`src/rtl/usb_rx_sequencer.sv`:
```
`default_nettype none
// ============================================================================
// Module   : usb_rx_sequencer
// Purpose  : Packet-level receive sequencer for a USB full-speed receiver.
//            Tracks SYNC, PID, payload bytes and end-of-packet. Writes
//            payload bytes to a downstream FIFO and flags malformed packets.
// Revision : 1.0 - initial release
// ----------------------------------------------------------------------------
// Ports
//   clk          in   system clock, rising edge
//   n_rst        in   synchronous active-low reset
//   d_edge       in   pulse, bus transition detected (starts a packet)
//   eop          in   level, end-of-packet on bus
//   one_byte     in   pulse, shift register completed 8 bits
//   rcv_data     in   [15:0] shift register, newest byte in [15:8]
//   buffer_full  in   downstream FIFO cannot accept a write
//   clear        out  resets shift-register bit counters
//   rcving       out  packet reception in progress
//   w_enable     out  one-cycle FIFO write strobe
//   rx_data      out  [7:0] byte presented with w_enable
//   rx_packet    out  [3:0] decoded PID
//   r_error      out  packet error flag, sticky until next packet start
// ============================================================================
module usb_rx_sequencer #(
  parameter int MAX_BYTES = 66
) (
  input  logic        clk,
  input  logic        n_rst,
  input  logic        d_edge,
  input  logic        eop,
  input  logic        one_byte,
  input  logic [15:0] rcv_data,
  input  logic        buffer_full,
  output logic        clear,
  output logic        rcving,
  output logic        w_enable,
  output logic [7:0]  rx_data,
  output logic [3:0]  rx_packet,
  output logic        r_error
);

  typedef enum logic [2:0] {
    IDLE     = 3'd0,
    SYNC     = 3'd1,
    PID      = 3'd2,
    DATA     = 3'd3,
    TOKEN    = 3'd4,
    HSHAKE   = 3'd5,
    EOP_WAIT = 3'd6,
    ERR_WAIT = 3'd7
  } state_t;

  localparam logic [6:0] C_MAX_BYTES = 7'(MAX_BYTES);
  localparam logic [7:0] C_SYNC_BYTE = 8'h80;

  state_t      r_state, w_state_next;
  logic [6:0]  r_count, w_count_next;
  logic        r_eop_seen, w_eop_seen_next;
  logic        r_clear, w_clear_next;
  logic        r_rcving, w_rcving_next;
  logic        r_wen, w_wen_next;
  logic [7:0]  r_rx_data, w_rx_data_next;
  logic [3:0]  r_rx_packet, w_rx_packet_next;
  logic        r_err, w_err_next;

  logic [3:0]  w_pid;
  logic        w_pid_ok;
  logic        w_unused;

  assign w_pid    = rcv_data[11:8];
  assign w_pid_ok = (rcv_data[11:8] == ~rcv_data[15:12]);
  // Only the newest byte matters at packet level.
  assign w_unused = ^rcv_data[7:0];

  always_ff @(posedge clk) begin
    if (!n_rst) begin
      r_state     <= IDLE;
      r_count     <= '0;
      r_eop_seen  <= 1'b0;
      r_clear     <= 1'b0;
      r_rcving    <= 1'b0;
      r_wen       <= 1'b0;
      r_rx_data   <= '0;
      r_rx_packet <= '0;
      r_err       <= 1'b0;
    end else begin
      r_state     <= w_state_next;
      r_count     <= w_count_next;
      r_eop_seen  <= w_eop_seen_next;
      r_clear     <= w_clear_next;
      r_rcving    <= w_rcving_next;
      r_wen       <= w_wen_next;
      r_rx_data   <= w_rx_data_next;
      r_rx_packet <= w_rx_packet_next;
      r_err       <= w_err_next;
    end
  end

  always_comb begin
    w_state_next     = r_state;
    w_count_next     = r_count;
    w_clear_next     = 1'b0;
    w_rcving_next    = r_rcving;
    w_wen_next       = 1'b0;
    w_rx_data_next   = r_rx_data;
    w_rx_packet_next = r_rx_packet;
    w_err_next       = r_err;
    // ERR_WAIT may only exit after eop has been high. An entry caused by eop
    // itself captures that here; a byte-caused entry has eop low.
    w_eop_seen_next  = (r_state == ERR_WAIT) ? (r_eop_seen | eop) : eop;

    case (r_state)
      IDLE: begin
        if (d_edge) begin
          w_state_next     = SYNC;
          w_clear_next     = 1'b1;
          w_rcving_next    = 1'b1;
          w_err_next       = 1'b0;
          w_rx_packet_next = '0;
          w_count_next     = '0;
        end
      end
      SYNC: begin
        if (eop) begin
          w_state_next = ERR_WAIT;
          w_err_next   = 1'b1;
        end else if (one_byte) begin
          w_clear_next = 1'b1;
          if (rcv_data[15:8] == C_SYNC_BYTE) begin
            w_state_next = PID;
          end else begin
            w_state_next = ERR_WAIT;
            w_err_next   = 1'b1;
          end
        end
      end
      PID: begin
        if (eop) begin
          w_state_next = ERR_WAIT;
          w_err_next   = 1'b1;
        end else if (one_byte) begin
          w_state_next = ERR_WAIT;
          w_err_next   = 1'b1;
          if (w_pid_ok) begin
            case (w_pid)
              4'b0001, 4'b1001: begin
                w_state_next     = TOKEN;
                w_err_next       = 1'b0;
                w_rx_packet_next = w_pid;
              end
              4'b0011, 4'b1011: begin
                w_state_next     = DATA;
                w_err_next       = 1'b0;
                w_rx_packet_next = w_pid;
              end
              4'b0010, 4'b1010: begin
                w_state_next     = HSHAKE;
                w_err_next       = 1'b0;
                w_rx_packet_next = w_pid;
              end
              default: ;
            endcase
          end
        end
      end
      DATA: begin
        // eop is checked first so a coincident byte is dropped.
        if (eop) begin
          if (r_count >= 7'd2) begin
            w_state_next = EOP_WAIT;
          end else begin
            w_state_next = ERR_WAIT;
            w_err_next   = 1'b1;
          end
        end else if (one_byte) begin
          if (buffer_full || (r_count >= C_MAX_BYTES)) begin
            w_state_next = ERR_WAIT;
            w_err_next   = 1'b1;
          end else begin
            w_wen_next     = 1'b1;
            w_rx_data_next = rcv_data[15:8];
            if (r_count != 7'h7F) begin
              w_count_next = r_count + 7'd1;
            end
          end
        end
      end
      TOKEN: begin
        if (eop) begin
          if (r_count == 7'd2) begin
            w_state_next = EOP_WAIT;
          end else begin
            w_state_next = ERR_WAIT;
            w_err_next   = 1'b1;
          end
        end else if (one_byte) begin
          if (r_count >= 7'd2) begin
            w_state_next = ERR_WAIT;
            w_err_next   = 1'b1;
          end else begin
            w_count_next = r_count + 7'd1;
          end
        end
      end
      HSHAKE: begin
        if (eop) begin
          w_state_next = EOP_WAIT;
        end else if (one_byte) begin
          w_state_next = ERR_WAIT;
          w_err_next   = 1'b1;
        end
      end
      EOP_WAIT: begin
        if (!eop) begin
          w_state_next  = IDLE;
          w_rcving_next = 1'b0;
        end
      end
      ERR_WAIT: begin
        if (!eop && r_eop_seen) begin
          w_state_next  = IDLE;
          w_rcving_next = 1'b0;
        end
      end
      default: begin
        w_state_next  = IDLE;
        w_rcving_next = 1'b0;
      end
    endcase
  end

  assign clear     = r_clear;
  assign rcving    = r_rcving;
  assign w_enable  = r_wen;
  assign rx_data   = r_rx_data;
  assign rx_packet = r_rx_packet;
  assign r_error   = r_err;

endmodule
`default_nettype wire

```
`config.mk`:
```
export PLATFORM = sky130hd
export DESIGN_NAME = usb_rx_sequencer
export DESIGN_NICKNAME = d
export VERILOG_FILES = /design/src/rtl/usb_rx_sequencer.sv
export SDC_FILE = /design/constraint.sdc
export NUM_CORES = 1
export LEC_CHECK = 0
export CORE_UTILIZATION = 43
export CTS_CLUSTER_SIZE = 24
export DETAILED_ROUTE_END_ITERATION = 8
export PLACE_DENSITY_LB_ADDON = 0.08
export SLEW_MARGIN = 20
export SYNTH_ARGS = -nofsm -noshare
export SYNTH_HDL_FRONTEND = slang
export SYNTH_SLANG_ARGS = --single-unit
```
`constraint.sdc`:
```
create_clock -name clk -period 2 [get_ports clk]
set_input_delay 0.4 -clock clk [delete_from_list [all_inputs] [get_ports clk]]
set_output_delay 0.4 -clock clk [all_outputs]
set_load 0.01 [all_outputs]
```
======== Yosys cells after proc, flatten, opt, wreduce, memory -nomap -nowiden ========
Cells that the tools add are included.
word-level totals
  logic and storage cells ................. 146
  bits in registers ....................... 27
  bits of input ports ..................... 22
  output and inout bits ................... 16
cells by class
  bitwise gates (word level) .............. 7
  order comparisons ....................... 2
  add/subtract/negate cells ............... 1
  eq/ne operators ......................... 43
  mux-type cells .......................... 65
  reduce and logical (&&, ||, !) cells .... 19
operators with widths
  cell                                                                number
  two-way mux 7 bit                                                   8
  two-way mux 3 bit                                                   17
  inequality test 2 bit (second input constant)                       15
  inequality test 3 bit (second input constant)                       10
  two-way mux 1 bit                                                   28
  one-hot mux 3 bit (8 select lines)                                  1
  one-hot mux 7 bit (3 select lines)                                  1
  two-way mux 4 bit                                                   5
  AND reduction 13 bit                                                1
  equality test 3 bit (second input constant)                         4
  equality test 4 bit (second input constant)                         3
  AND reduction 10 bit                                                1
  one-hot mux 3 bit (3 select lines)                                  1
  AND reduction 9 bit                                                 1
  equality test 4 x 2 -> 1 bit (second input constant)                2
  equality test 8 bit (second input constant)                         1
  one-hot mux 4 bit (2 select lines)                                  1
  AND reduction 4 bit                                                 2
  adder 7 x 1 -> 7 bit (second input constant)                        1
  equality test 7 x 2 -> 1 bit (second input constant)                1
  greater-or-equal comparator 7 x 2 -> 1 bit (second input constant)  1
  greater-or-equal comparator 7 bit (second input constant)           1
  inequality test 7 bit (second input constant)                       1
  equality test 3 x 2 -> 1 bit (second input constant)                2
  other kinds (21)                                                    28

======== Longest topological paths before layout ========
Gate-level depths: netlist (run 1).
  depth after elaboration ................. 7
  gate-level depth with buffers ........... 8
  depth with buffers taken out ............ 8

======== Worst setup path after synthesis (run 1) ========
OpenSTA, ideal clock, no wires.
  kind .................................... register to register
  start point ............................. reg r_count[2] (netlist name)
  end point ............................... reg r_rx_packet[2] (netlist: rx_packet[2])
  setup time .............................. 116 ps
  data arrival time ....................... 1925 ps
  cell stages (with the launch flop) ...... 6
  slack ................................... -40 ps
  cells stage by stage .................... dfxtp_1 or4_4 or3_4 a41oi_1 nand4_2 and3_1
RTL lines
  what                    line  source
  end signal: assignment  94    r_rx_packet <= w_rx_packet_next;
  end: declaration        63    logic [3:0] r_rx_packet, w_rx_packet_next;

======== Worst setup path in the final report (run 1) ========
  start point ............................. reg r_count[2]
  end point ............................... reg r_count[5]
on the way
  word-level cells in the longest chain between the ends .. 6
  elaborated cells between the ends (all ways) .. 17
  those cells by class .................... add/sub (1); order compare (2); eq/ne (4); mux (8); reduce/logical (2)
RTL lines
  what                                line      source
  start: declaration                  57        logic [6:0] r_count, w_count_next;
  start signal: assignment            88        r_count <= w_count_next;
  adder 7 x 1 -> 7 bit                183, 201
  two-way mux 7 bit                   182       if (r_count != 7'h7F) begin
  two-way mux 7 bit                   176       if (buffer_full || (r_count >= C_MAX_BYTES)) begin
  two-way mux 7 bit                   175       end else if (one_byte) begin
  two-way mux 7 bit                   168       if (eop) begin
  one-hot mux 7 bit (3 select lines)  112       case (r_state)
Several ways; a longest one is shown, not always the timed one. The select of a mux whose other input is x is not followed.
A chain may end at the register's enable or synchronous reset.

==> impl_metrics.sql, run 1 <==
INSERT INTO impl_metrics (metric_group, metric, value, unit) VALUES
('run', 'cap_violations', '0', ''),
('sta', 'fin_max_slew_vios', '0', ''),
('global_routing', 'wire_length_of_the_first_global_routing_pass', '6240', 'um'),
('synth', 'synthesis.area', '1480', 'um2'),
('run_status', 'failed_checks', 'negative setup slack', ''),
('global_routing', 'grt.overflow.total', '0', ''),
('sta', 'layout_worst_path_cycle_share', '103', '%'),
('synth', 'synth.yosys.seq_area_share', '36.5', '%'),
('critical_path', 'cp_data_required_time', '2230', 'ps'),
('detailed_routing', 'postRouteWirelength', '3980', 'um'),
('critical_path', 'critPathLaunchType', 'flip-flop', ''),
('sta', 'peak_freq', '487', 'MHz'),
('clocking', 'cts_buffers', '3', ''),
('critical_path', 'count_of_cells_along_the_worst_register_to_register_path', '6', ''),
('detailed_routing', 'drc', '0', ''),
('detailed_routing', 'route.vias.total', '1544', ''),
('synth', 'synth_largest_type_area_fraction', '36.5', '%'),
('critical_path', 'worstSetupPathType', 'flip-flop to flip-flop', ''),
('synth', 'leading_post_synthesis_cells_by_cell_area', 'sky130_fd_sc_hd__dfxtp_1 37%, sky130_fd_sc_hd__mux2i_1 8.1%, sky130_fd_sc_hd__nor2_1 6.9%', ''),
('synth', 'synth.net_count', '199', ''),
('power_and_ir_drop', 'power', '2.01', 'mW'),
('clocking', 'clock_path_buffers', '2', ''),
('global_routing', 'grt_start_max_net_pins', '15', ''),
('floorplan', 'initial_core_util', '46.9', '%'),
('critical_path', 'crit_reg_reg_startpoint', 'r_count[2]', ''),
('detailed_routing', 'drt_first_iter_violations', '108', ''),
('synth', 'yosys_warnings', '0', ''),
('sta', 'grt_setup_unrepaired', 'true', ''),
('global_routing', 'number_of_antenna_violations_at_the_first_check_in_global_routing', '0', ''),
('sta', 'setup_violations', '7', ''),
('synth', 'synth.largest_area_cell', 'sky130_fd_sc_hd__dfxtp_1', ''),
('finish', 'post_synthesis_to_final_layout_area_growth', '49.1', '%'),
('critical_path', 'cp_max_fo', '5', ''),
('synth', 'synthCells', '175', ''),
('sta', 'finalCriticalPeriod', '2050', 'ps'),
('finish', 'finish.cell_count_without_fillers', '277', ''),
('global_routing', 'grt_pass1_vias', '1445', ''),
('clocking', 'insertion_delay', '330', 'ps'),
('clocking', 'post_cts_hold_buffer_count', '0', ''),
('power_and_ir_drop', 'powerDensity', '913', 'nW/um2'),
('finish', 'num-nets-final', '258', ''),
('synth', 'synth_ff_type', 'sky130_fd_sc_hd__dfxtp_1', ''),
('detailed_routing', 'first_pass_iters', '4', ''),
('clocking', 'clock_tree.root_cell', 'sky130_fd_sc_hd__clkbuf_4', ''),
('place', 'buffer_ports.inserted', '29', ''),
('clocking', 'cts.htree.levels', '1', ''),
('finish', 'drive_above_1_share', '26.2', '%'),
('power_and_ir_drop', 'worst_ir_drop_vdd', '0.393', 'mV'),
('synth', 'synth_seq_cells', '27', ''),
('min_path', 'hp-start', 'rcving', ''),
('synth', 'ys_types', '43', ''),
('detailed_routing', 'drtAntennaViolNets', '0', ''),
('min_path', 'worstHoldPathType', 'flip-flop to flip-flop', ''),
('floorplan', 'floorplan.die.width', '60.6', 'um'),
('finish', 'design_area', '2200', 'um2'),
('min_path', 'hold-path-endpoint', 'rcving', ''),
('synth', 'syn_avg_cell_area', '8.45', 'um2'),
('sta', 'report.final.hold_viol_count', '0', ''),
('synth', 'synth_enable_flop_cells', '0', ''),
('sta', 'post-route-worst-setup-slack', '-54.6', 'ps'),
('clocking', 'cts_sink_cnt', '27', ''),
('sta', 'fin_worst_skew', '3.62', 'ps'),
('sta', 'slew_headroom', '70.7', '%'),
('critical_path', 'critical_path_arrival', '2280', 'ps'),
('place', 'place_area', '2040', 'um2'),
('finish', 'antenna_diode_count', '0', ''),
('global_routing', 'groute.usage.overall', '22.7', '%'),
('clocking', 'clock_transition_time_at_the_flip_flop_clock_pins_of_the_worst_setup_and_hold_paths', '140', 'ps'),
('run_status', 'result_of_the_run', 'complete, but fails checks', ''),
('detailed_routing', 'detail_route.wl_per_cell', '14.4', 'um'),
('min_path', 'worst_hold_path.num_cells', '2', '');
==> how the worst max path moves through the flow <==
| stage | start | endpoint | slack, ps | depth (start not counted) |
|---|---|---|---|---|
| 6_report | r_count[2] | r_count[5] | -50 | 6 |
| 3_3_place_gp | d_edge | r_count[5] | -300 | 7 |
| 2_1_floorplan | r_count[2] | rx_packet[0] | 0.5 | 6 |
| 4_1_cts | r_count[2] | r_count[5] | -50 | 6 |
| 5_1_grt | r_count[2] | r_error | -110 | 6 |
| 3_5_place_dp | d_edge | r_count[5] | -350 | 7 |
==> registers in the layout, indices dropped and copies added (netlist names) <==
name	flops
rx_packet	4
w_enable	1
r_count	7
rx_data	8
r_state	3
r_eop_seen	1
rcving	1
r_error	1
clear	1
==> logic make-up after synthesis <==
logic type / after synthesis / synth area share, %
xor+xnor: 8 / 4.74
flops: 27 / 36.5
buf+inv: 15 / 3.81
compound gates: 32 / 14.6
fa+ha+maj: 2 / 1.69
simple gates: 79 / 30.5
mux: 12 / 8.12
==> where the power goes <==
| part | switching, mW | internal (mW) |
|---|---|---|
| Combinational | 0.589 | 0.513 |
| Clock | 0.160 | 0.0783 |
| Sequential | 0.0566 | 0.615 |
| Total | 0.806 | 1.21 |
==> critical path: stages, from the launching register on <==
cell and delay (ps):
sky130_fd_sc_hd__dfxtp_2 340, sky130_fd_sc_hd__or4_4 530, sky130_fd_sc_hd__or3_4 390, sky130_fd_sc_hd__and2_4 190, sky130_fd_sc_hd__nor4b_4 290, sky130_fd_sc_hd__xnor2_1 160, sky130_fd_sc_hd__nor2_1 60
==> per-stage QoR <==
step	util, %	worst slack [ps]	hold slack (ps)
5_1_grt	69.9	-114	495
3_3_place_gp	64.6	-304	445
2_1_floorplan	-	0.505	481
4_1_cts	66.8	-54.1	482
6_report	69.9	-54.6	473
3_5_place_dp	64.6	-353	464
==> what timing repair did <==
| action | CTS | global route |
|---|---|---|
| setup endpoints to repair | 18 | 24 |
| cloned | 0 | 1 |
| setup buffers | 1 | 1 |
| gates resized for setup | 5 | 17 |
| pin swaps | 2 | 4 |
==> cell usage in the layout (no fill, tap or decap), types with 6 or more instances in the layout <==
master / Yosys / layout
sky130_fd_sc_hd__dfxtp_1: 27 / 25
sky130_fd_sc_hd__nor2_1: 27 / 25
sky130_fd_sc_hd__nand2_1: 11 / 10
sky130_fd_sc_hd__a21oi_1: 7 / 7
sky130_fd_sc_hd__buf_4: 0 / 33
sky130_fd_sc_hd__o21ai_0: 8 / 7
sky130_fd_sc_hd__nand3_1: 7 / 6
sky130_fd_sc_hd__mux2i_1: 12 / 12
sky130_fd_sc_hd__nand4_1: 6 / 6
sky130_fd_sc_hd__clkdlybuf4s50_1: 0 / 27
==> area by class of cell <==
cell class | instances | area, um2
clock buffers | 4 | 26.3
fillers | 282 | 948
inverters | 5 | 18.8
multi-input cells | 134 | 1010
flip-flops and latches | 27 | 543
well taps | 44 | 55.1
repair buffers | 63 | 554
==> cell usage after synthesis (3+ instances only) <==
master,n
sky130_fd_sc_hd__a21oi_1,7
sky130_fd_sc_hd__a31oi_1,3
sky130_fd_sc_hd__clkbuf_1,10
sky130_fd_sc_hd__dfxtp_1,27
sky130_fd_sc_hd__inv_1,5
sky130_fd_sc_hd__mux2i_1,12
sky130_fd_sc_hd__nand2_1,11
sky130_fd_sc_hd__nand3_1,7
sky130_fd_sc_hd__nand4_1,6
sky130_fd_sc_hd__nor2_1,27
sky130_fd_sc_hd__nor3_1,4
sky130_fd_sc_hd__nor3b_1,4
sky130_fd_sc_hd__o21ai_0,8
sky130_fd_sc_hd__xnor2_1,5
sky130_fd_sc_hd__xor2_1,3
==> routing by layer <==
metal / vias to the layer above / share of wire (%) / global-route usage [%]
li1: 758 / - / -
met1: 739 / 45 / 29.0
met2: 40 / 50 / 38.5
met3: 7 / 4.1 / 2.77
met4: 0 / 1.6 / 10.1
met5: - / 0 / 0
No activity file was read; power rests on OpenSTA's default activity.
==> run 2, diff against run 1 <==
--- a/config.mk
+++ b/config.mk
@@ -5,7 +5,9 @@
 export SDC_FILE = /design/constraint.sdc
 export NUM_CORES = 1
 export LEC_CHECK = 0
-export CORE_UTILIZATION = 43
+export CELL_PAD_IN_SITES_DETAIL_PLACEMENT = 1
+export CELL_PAD_IN_SITES_GLOBAL_PLACEMENT = 1
+export CORE_UTILIZATION = 32
 export CTS_CLUSTER_SIZE = 24
 export DETAILED_ROUTE_END_ITERATION = 8
 export PLACE_DENSITY_LB_ADDON = 0.08
==> run 2 against run 1 <==
Effect of this change:
- the flow still finishes with violations (negative setup slack)
- worst hold slack improved by 3.8 ps
- non-clock buffer count rose by 6
- critical path type unchanged
- first-iteration DRC count fell by 53%
- register-to-register slack about the same
- cell area grew 6.0%
- total power rose by 11%
- via count rose by 1.4%
- flip-flop and latch count stayed put
- setup slack lost 0.79 ps
- sequential power rose by 2%
- combinational power increased by 13%
- highest routed layer unchanged
==> impl_metrics.sql, run 2 (synthesized netlist as in run 1, its figures left out) <==
INSERT INTO impl_metrics (metric_group, metric, value, unit) VALUES
('run_status', 'result_of_the_run', 'complete, but fails checks', ''),
('run_status', 'failed_checks', 'negative setup slack', ''),
('global_routing', 'grt_start_max_net_pins', '15', ''),
('place', 'place_inst', '282', ''),
('finish', 'antenna_diode_count', '0', ''),
('sta', 'grt_setup_unrepaired', 'true', ''),
('detailed_routing', 'met1Wirelength', '2160', 'um'),
('critical_path', 'cp-startpoint', 'r_count[2]', ''),
('global_routing', 'grt_pass1_vias', '1570', ''),
('critical_path', 'cp_num_cells', '7', ''),
('floorplan', 'core.rowCount', '24', ''),
('clocking', 'cts_buffers', '3', ''),
('finish', 'post_synthesis_to_final_layout_area_growth', '58.0', '%'),
('critical_path', 'critical_path.cell_chain', 'or4_4 > or3_4 > o31ai_4 > a2111oi_2 > buf_4 > mux2i_1 > a21oi_1', ''),
('critical_path', 'critical_path_arrival', '2210', 'ps'),
('detailed_routing', 'dr_wl_met3', '81', 'um'),
('power_and_ir_drop', 'powerDensity', '956', 'nW/um2'),
('critical_path', 'timing.critical_path.max_delay_family', 'simple AND/OR/NAND/NOR gates', ''),
('run', 'cap_violations', '0', ''),
('detailed_routing', 'routed.top_layer', 'met4', ''),
('sta', 'setup_violations', '7', ''),
('detailed_routing', 'detail_route.wl_per_cell', '16.7', 'um'),
('clocking', 'cts.htree.levels', '1', ''),
('sta', 'layout_worst_path_cycle_share', '103', '%'),
('min_path', 'worstHoldPathType', 'flip-flop to flip-flop', ''),
('clocking', 'cts_sink_cnt', '27', ''),
('critical_path', 'worst_setup_path_end_kind', 'flip-flop', ''),
('critical_path', 'crit_path_end', 'r_state[1]', ''),
('finish', 'design_area', '2340', 'um2'),
('critical_path', 'count_of_cells_along_the_worst_register_to_register_path', '7', ''),
('clocking', 'clock_tree.root_cell', 'sky130_fd_sc_hd__clkbuf_8', ''),
('detailed_routing', 'drt_first_iter_violations', '51', ''),
('place', 'buffer_ports.inserted', '29', ''),
('critical_path', 'crit_reg_reg_startpoint', 'r_count[2]', ''),
('detailed_routing', 'postRouteWirelength', '4830', 'um'),
('finish', 'drive_above_1_share', '31.1', '%'),
('place', 'finalWeightedCongestion', '0.805', ''),
('sta', 'post-route-worst-setup-slack', '-55.3', 'ps'),
('clocking', 'insertion_delay', '270', 'ps'),
('sta', 'peak_freq', '487', 'MHz'),
('critical_path', 'critical_path.n_buffers_inverters', '1', ''),
('sta', 'tightest_slew', '584', 'ps'),
('global_routing', 'number_of_antenna_violations_at_the_first_check_in_global_routing', '0', ''),
('floorplan', 'die-height', '70.0', 'um'),
('floorplan', 'count_of_pins_on_the_block_boundary', '38', ''),
('clocking', 'post_cts_hold_buffer_count', '0', ''),
('critical_path', 'cp_data_required_time', '2160', 'ps'),
('detailed_routing', 'routed_wl_met2', '2560', 'um'),
('finish', 'finish.cell_count_without_fillers', '290', ''),
('floorplan', 'initial_core_util', '33.7', '%'),
('critical_path', 'crit_path_top_delay_cell', 'sky130_fd_sc_hd__or4_4', ''),
('global_routing', 'grt.overflow.total', '0', ''),
('clocking', 'clock_path_buffers', '2', ''),
('detailed_routing', 'drtAntennaViolNets', '0', ''),
('finish', 'final_cell_mix', '36 x sky130_fd_sc_hd__buf_4, 25 x sky130_fd_sc_hd__nor2_1, 25 x sky130_fd_sc_hd__clkdlybuf4s50_1, 24 x sky130_fd_sc_hd__dfxtp_1, 12 x sky130_fd_sc_hd__mux2i_1', ''),
('sta', 'fin_max_slew_vios', '0', ''),
('detailed_routing', 'first_pass_iters', '4', ''),
('clocking', 'clock_transition_time_at_the_flip_flop_clock_pins_of_the_worst_setup_and_hold_paths', '90', 'ps'),
('critical_path', 'worstSetupPathType', 'flip-flop to flip-flop', ''),
('finish', 'layout_commonest_cell', 'sky130_fd_sc_hd__buf_4', ''),
('critical_path', 'reg2reg_to', 'r_state[1]', ''),
('detailed_routing', 'via_per_inst', '5.40', ''),
('sta', 'slew_headroom', '61.0', '%'),
('power_and_ir_drop', 'power_leakage', '0.948', 'nW'),
('sta', 'fin_worst_skew', '5.86', 'ps'),
('power_and_ir_drop', 'worst_ir_drop_vdd', '0.458', 'mV'),
('place', 'place_area', '2080', 'um2'),
('critical_path', 'rrSetupSlack', '-60', 'ps'),
('floorplan', 'core', '4380', 'um2'),
('sta', 'finalCriticalPeriod', '2060', 'ps'),
('floorplan', 'fp.dieArea', '4900', 'um2'),
('global_routing', 'wire_length_of_the_first_global_routing_pass', '7640', 'um'),
('detailed_routing', 'route.vias.total', '1565', ''),
('critical_path', 'critPathLaunchType', 'flip-flop', ''),
('finish', 'num-nets-final', '263', ''),
('sta', 'report.final.hold_viol_count', '0', ''),
('critical_path', 'cp_max_fo', '4', ''),
('critical_path', 'slowest_delay', '530', 'ps'),
('floorplan', 'floorplan.die.width', '70.0', 'um'),
('global_routing', 'groute.usage.overall', '19.4', '%'),
('place', 'place.detailed.hpwl', '3560', 'um'),
('detailed_routing', 'drc', '0', ''),
('finish', 'flip_flop_count_of_the_largest_register_after_layout', '8', ''),
('clocking', 'clock_tree_from_tritoncts', 'built', '');
[run 2: cell types whose count changed in the layout (fill, tap and decap cells not counted), moves of 3 or more]
cell	delta
sky130_fd_sc_hd__clkbuf_8	+3
sky130_fd_sc_hd__buf_4	+3
sky130_fd_sc_hd__buf_6	+3
sky130_fd_sc_hd__clkbuf_4	-3
[run 2: worst min path at each step]
stage	slack, ps	startpoint	cells past startpoint	end
2_1_floorplan	480	rcving	2	rcving
3_3_place_gp	450	rx_packet[1]	2	rx_packet[1]
3_5_place_dp	460	rx_packet[1]	2	rx_packet[1]
4_1_cts	480	rx_packet[1]	2	rx_packet[1]
5_1_grt	500	rx_packet[3]	2	rx_packet[3]
6_report	480	rx_packet[3]	2	rx_packet[3]
[run 2: stage by stage]
step	power (mW)	hold slack [ps]	TNS, ps	setup WS, ps	utilization [%]
floorplan	1.26	481	0	0.505	-
global route	2.37	501	-1180	-130	53.3
finish	2.23	477	-168	-55.3	53.3
global placement	1.66	446	-6140	-392	47.4
detailed placement	1.70	459	-7080	-423	47.4
CTS	2.10	478	-221	-48.1	50.1
[run 2: timing repair]
action / in CTS / in global routing
gates resized for setup: 14 / 29
endpoints found under the setup margin: 23 / 23
buffers inserted: 0 / 4
pin swaps: 5 / 14
endpoints found under the hold margin: 0 / 0
[run 2: worst register-to-register path: cells and delay by family (launching register included)]
family	cells	cell delay, ps
DFF	1	330
muxes	1	140
and+or+nand+nor	2	930
AOI/OAI and AO/OA	3	400
buffers and inverters	1	160
[run 2: cell type report]
type	count	area (um2)
clock buffers	4	45.0
fillers	505	2050
inverters	5	18.8
multi-input cells	133	1060
flip-flops and latches	27	547
well taps	52	65.1
repair buffers	69	604
[run 2: routing by layer]
metal | global-route usage (%) | vias to the layer above
met4 | 3.11 | 0
met2 | 36.3 | 14
met3 | 3.17 | 4
li1 | - | 764
met1 | 23.3 | 783
met5 | 0 | -
[run 2: power breakdown]
group / leakage [nW] / total, mW / internal (mW) / switching [mW]
registers: 0.221 / 0.683 / 0.620 / 0.0625
clock network: 0.0228 / 0.305 / 0.143 / 0.162
logic: 0.704 / 1.24 / 0.575 / 0.669
total: 0.948 / 2.23 / 1.34 / 0.894
==> run 3, diff against run 2 <==
--- a/config.mk
+++ b/config.mk
@@ -8,7 +8,6 @@
 export CELL_PAD_IN_SITES_DETAIL_PLACEMENT = 1
 export CELL_PAD_IN_SITES_GLOBAL_PLACEMENT = 1
 export CORE_UTILIZATION = 32
-export CTS_CLUSTER_SIZE = 24
 export DETAILED_ROUTE_END_ITERATION = 8
 export PLACE_DENSITY_LB_ADDON = 0.08
 export SLEW_MARGIN = 20
==> results of run 3 <==
Same layout as run 2: the final DEF is identical, and so are final timing and power.
